## config.mk

```make
export PLATFORM = sky130hd
export DESIGN_NAME = cia_timer
export DESIGN_NICKNAME = d
export VERILOG_FILES = /design/src/rtl/cia_pkg.sv /design/src/rtl/cia_timer.sv
export SDC_FILE = /design/constraint.sdc
export NUM_CORES = 1
export LEC_CHECK = 0
export ABC_CLOCK_PERIOD_IN_PS = 2810
export CAP_MARGIN = 20
export CELL_PAD_IN_SITES_DETAIL_PLACEMENT = 1
export CELL_PAD_IN_SITES_GLOBAL_PLACEMENT = 1
export CORE_UTILIZATION = 41
export CTS_CLUSTER_SIZE = 24
export DETAILED_ROUTE_END_ITERATION = 10
export MAX_ROUTING_LAYER = met4
export PLACE_DENSITY_LB_ADDON = 0.05
export SETUP_SLACK_MARGIN = 0.5
export SYNTH_ARGS = -nofsm -noshare
export SYNTH_HDL_FRONTEND = slang
export SYNTH_SLANG_ARGS = --single-unit
```

## constraint.sdc

```tcl
create_clock -name clk -period 2.81 [get_ports clk]
set_input_delay 0.4215 -clock clk [delete_from_list [all_inputs] [get_ports clk]]
set_output_delay 0.4215 -clock clk [all_outputs]
set_load 0.05 [all_outputs]
```

## src/rtl/cia_pkg.sv

```systemverilog
// Shared CIA types.
//   reg4_t   - register address
//   reg8_t   - bus data byte
//   reg16_t  - timer latch / counter word
//   tctrl_t  - per-timer control bundle from the control-register block
package cia;

  typedef logic [3:0]  reg4_t;
  typedef logic [7:0]  reg8_t;
  typedef logic [15:0] reg16_t;

  typedef struct packed {
    logic start;
    logic toggle;
    logic one_shot;
    logic force_load;
    logic count;
  } tctrl_t;

  // Latch and counter both come out of reset at all-ones.
  localparam reg16_t TimerResetVal = 16'hFFFF;

endpackage

```

## src/rtl/cia_timer.sv

```systemverilog
// CIA interval timer (used for both TIMER A and TIMER B).
// Owns the 16-bit latch, the down-counter and TxLO/TxHI write decoding.
// Ports:
//   clk      - system clock, all state on posedge
//   res_n    - synchronous active-low reset, not qualified by phi2_dn
//   phi2_dn  - one-clk strobe marking the CIA cycle boundary
//   we/addr/data - bus write; TxLO at ADDR_LO, TxHI at ADDR_LO+1
//   ctrl     - control bundle {start, toggle, one_shot, force_load, count}
//   regs     - current counter value for TxLO/TxHI reads
//   ufl      - combinational underflow for the current CIA cycle
//   tint     - registered underflow pulse, one CIA cycle wide
//   pb_out   - PB6/PB7 timer output (toggle flip-flop or pulse)
module cia_timer
  import cia::*;
#(
  parameter reg4_t ADDR_LO = 4'h4
) (
  input  logic   clk,
  input  logic   res_n,
  input  logic   phi2_dn,
  input  logic   we,
  input  reg4_t  addr,
  input  reg8_t  data,
  input  tctrl_t ctrl,
  output reg16_t regs,
  output logic   ufl,
  output logic   tint,
  output logic   pb_out
);

  localparam reg4_t AddrHi = ADDR_LO + 4'd1;

  reg16_t latch;
  reg16_t latch_next;
  reg16_t counter;
  logic   count_d;
  logic   tff;
  logic   start_prev;
  logic   lo_wr;
  logic   hi_wr;
  logic   load;

  // One-shot stop is handled by the control block through ufl.
  logic unused_one_shot;
  assign unused_one_shot = ctrl.one_shot;

  assign lo_wr = we && (addr == ADDR_LO);
  assign hi_wr = we && (addr == AddrHi);

  // Loads always see this cycle's write so a write and its load coincide.
  always_comb begin
    latch_next = latch;
    if (lo_wr) latch_next[7:0]  = data;
    if (hi_wr) latch_next[15:8] = data;
  end

  assign ufl  = count_d && (counter == 16'h0000);
  // A TxHI write loads only while the timer is stopped.
  assign load = ufl || ctrl.force_load || (hi_wr && !ctrl.start);

  always_ff @(posedge clk) begin
    if (!res_n) begin
      latch      <= TimerResetVal;
      counter    <= TimerResetVal;
      count_d    <= 1'b0;
      tint       <= 1'b0;
      tff        <= 1'b0;
      start_prev <= 1'b0;
    end else if (phi2_dn) begin
      latch      <= latch_next;
      count_d    <= ctrl.count;
      tint       <= ufl;
      start_prev <= ctrl.start;

      if (load) begin
        counter <= latch_next;
      end else if (count_d) begin
        counter <= counter - 16'd1;
      end

      // Start rise wins over a coincident underflow.
      if (ctrl.start && !start_prev) begin
        tff <= 1'b1;
      end else if (ufl) begin
        tff <= ~tff;
      end
    end
  end

  assign regs   = counter;
  assign pb_out = ctrl.toggle ? tff : tint;

endmodule

```

==> results.py <==
metrics = {
    "clock_tree": {
        "postCtsSetupRepairBufs": 0,
        "cts_hold_buf": 0,
        "clockBufferDepth": 2,
        "cts_root_buf": "clkbuf_8",
        "cts_tree": "done",
        "cts_buffers": 5,
        "clock_sinks": 36,
        "clkTransAtPathRegs_ns": 0.08,
        "clk_latency_ns": 0.29,
        "htree_levels": 2,
    },
    "global_route": {
        "grt_overflow_total": 0,
        "grt_pass1_wl_um": 9810,
        "antenna_found_initial": 0,
        "grtUsageTotal_pct": 25.5,
        "grt_max_degree": 28,
        "grt_pass1_vias": 1908,
    },
    "yosys": {
        "netlist_top_cells_area": "dfxtp_1, mux2i_1, mux2_2",
        "ys_async_sr_fraction_pct": 0,
        "synth_edf_count": 0,
        "ys_seq_elements": 36,
        "synth.largest_area_cell": "dfxtp_1",
        "yosys_warnings": 0,
        "yosysUniqueCellTypes": 42,
        "syn_area_per_cell_um2": 8.77,
        "syn_nets": 257,
        "synth_top_cell_area_share_pct": 35.1,
        "seq_area_frac_synth_pct": 35.1,
        "netlist_instances": 234,
        "ys.flop_type": "dfxtp_1",
        "syn_area_mm2": 0.00205,
    },
    "route": {
        "via_per_inst": 5.60,
        "wirelength_um": 6000,
        "vias": 1904,
        "wire_per_inst_um": 17.6,
        "final_antenna_net_count": 0,
        "drc": 0,
        "drt-pass1-iter-count": 4,
        "drt-initial-drc-count": 93,
    },
    "sta": {
        "relSlewSlack_pct": 61.9,
        "rsz0062_at_grt": "true",
        "worst_pin_slew_ns": 0.570,
        "finalCritPeriodShare_pct": 80.0,
        "setup-violations-final": 0,
        "skew_ns": 0.00388,
        "finalSetupTns_ns": 0,
        "max_freq_mhz": 445,
        "drv_slew": 0,
        "min_period_ns": 2.25,
        "setup_ws_ns": 0.563,
        "final-hold-violation-count": 0,
    },
    "layout": {
        "fin_nets": 295,
        "final_util_pct": 55.2,
        "final_common_cell": "clkdlybuf4s50_1",
        "area_delta_synth_final_pct": 28.6,
        "design_area_mm2": 0.00264,
        "drive_above_1_share_pct": 13.9,
        "final_cell_mix": "clkdlybuf4s50_1, dfxtp_1, nand2_1, mux2i_1, inv_1",
        "antennaDiodeCount": 0,
    },
    "floorplan": {
        "core_mm2": 0.00479,
        "die_y_um": 72.8,
        "fp.dieW_um": 72.8,
        "dieArea_mm2": 0.00529,
        "start_util_pct": 42.9,
        "pin_count": 40,
        "num_rows": 25,
    },
    "place": {
        "buffer_ports.inserted": 38,
        "pre_cts_ws_ns": 0.253,
        "dpl.hpwl_um": 4320,
        "gp_congestion": 0.838,
        "place_area_mm2": 0.00252,
    },
    "pwr": {
        "p_leak_nw": 1.15,
        "p_seq_share_pct": 46.3,
        "clock_power_share_pct": 41.0,
        "p_comb_share_pct": 12.7,
        "irDropWorstVdd_v": 0.000262,
        "switching_share_pct": 25.3,
        "powerDensity_mw_per_mm2": 430,
        "p_switching_uw": 287,
        "p_int_uw": 848,
    },
    "worst_setup_path": {
        "startpoint_type": "flip-flop",
        "cp_max_fo": 11,
        "cp.required_ns": 2.39,
        "crit_type": "flip-flop to output pin",
        "critPathLaunch": "regs[0]$_SDFFE_PN1P_",
        "end_kind": "output pin",
        "r2r-start": "regs[0]$_SDFFE_PN1P_",
        "crit_arrival_ns": 1.83,
    },
    "run_status": {
        "status": "completed",
    },
    "hold_path": {
        "min_path_type": "flip-flop to flip-flop",
        "min_from": "latch[7]$_SDFFE_PN1P_",
    },
    "job": {
        "cap_viol_max_count": 0,
    },
}
[critical path: stages, from the launching register on]
cell      delay [ns]
dfxtp_2         0.34
inv_1           0.10
ha_1            0.14
nor4bb_1        0.35
and4_4          0.38
buf_4           0.23
[cells in the mapped netlist (2+ instances only)]
library cell	n
a21o_1	6
a21oi_1	5
a22o_1	2
a2bb2oi_1	3
a31o_1	2
a32o_1	2
a32oi_1	10
and3_1	3
buf_2	5
clkbuf_1	9
dfxtp_1	36
ha_1	2
inv_1	13
mux2_2	11
mux2i_1	27
nand2_1	28
nand2b_1	3
nand3_1	4
nor2_1	12
nor2b_1	4
nor3_1	7
nor4_1	5
nor4_4	2
o21ai_0	7
o21ai_1	7
or3_1	3
[metrics by stage]
| step | power, mW | hold WS, ns | instances |
|---|---|---|---|
| 6_report | 1.13 | 0.475 | 340 |
| 5_1_grt | 1.17 | 0.508 | 340 |
| 4_1_cts | 1.14 | 0.478 | 340 |
| 3_5_place_dp | 0.682 | 0.457 | 332 |
| 3_3_place_gp | 0.679 | 0.447 | 332 |
| 2_1_floorplan | 0.620 | 0.436 | 234 |
[repair_timing]
item,4_1_cts,5_1_grt
pin swaps,0,0
setup endpoints to repair,2,16
resized for setup,3,3
gates cloned,0,0
[path summary, 6_finish.rpt]
check | end | slack (ns) | depth (start not counted)
setup / recovery | ufl | 0.56 | 5
hold / removal | latch[7]$_SDFFE_PN1P_ | 0.47 | 2
setup reg to reg | regs[0]$_SDFFE_PN1P_ | 0.74 | 8
hold reg to reg | latch[7]$_SDFFE_PN1P_ | 0.47 | 2
[flip-flops by register name (all words and copies together), names as in the netlist]
| register | cells |
|---|---|
| count_d | 1 |
| latch | 16 |
| regs | 16 |
| start_prev | 1 |
| tff | 1 |
| tint | 1 |
[cell type report]
type / instances / area (µm²)
inverters: 13 / 48.8
clock inverters: 2 / 35.0
flip-flops and latches: 36 / 723
fillers: 568 / 2140
well taps: 67 / 83.8
repair buffers: 47 / 457
multi-input cells: 169 / 1220
clock buffers: 6 / 72.6
[power groups by stage]
stage	registers (mW)	clock network, mW	logic (mW)
detailed placement	0.537	0	0.145
finish	0.525	0.465	0.144
global route	0.527	0.491	0.156
global placement	0.536	0	0.143
floorplan	0.548	0	0.0721
CTS	0.525	0.472	0.145
[layer usage]
layer / share of wire, % / wire length [µm] / vias to the layer above / GRT usage (%)
met4: 1.5 / 91 / 0 / 7.19
met1: 46 / 2760 / 920 / 30.6
met5: 0 / 0 / - / -
li1: - / - / 921 / -
met3: 3.9 / 235 / 11 / 4.14
met2: 49 / 2910 / 52 / 44.2
[kinds of logic (layout without fill, tap and decap cells)]
group	Yosys count	after routing	synth area share, %
AO/OA/AOI/OAI	49	49	16.9
adder cells (fa/ha/maj)	2	2	1.22
buffers and inverters	29	68	6.15
flip-flops	36	36	35.1
multiplexers	38	38	19.2
AND/OR/NAND/NOR	80	80	21.4
No activity file was read; power rests on OpenSTA's default activity.
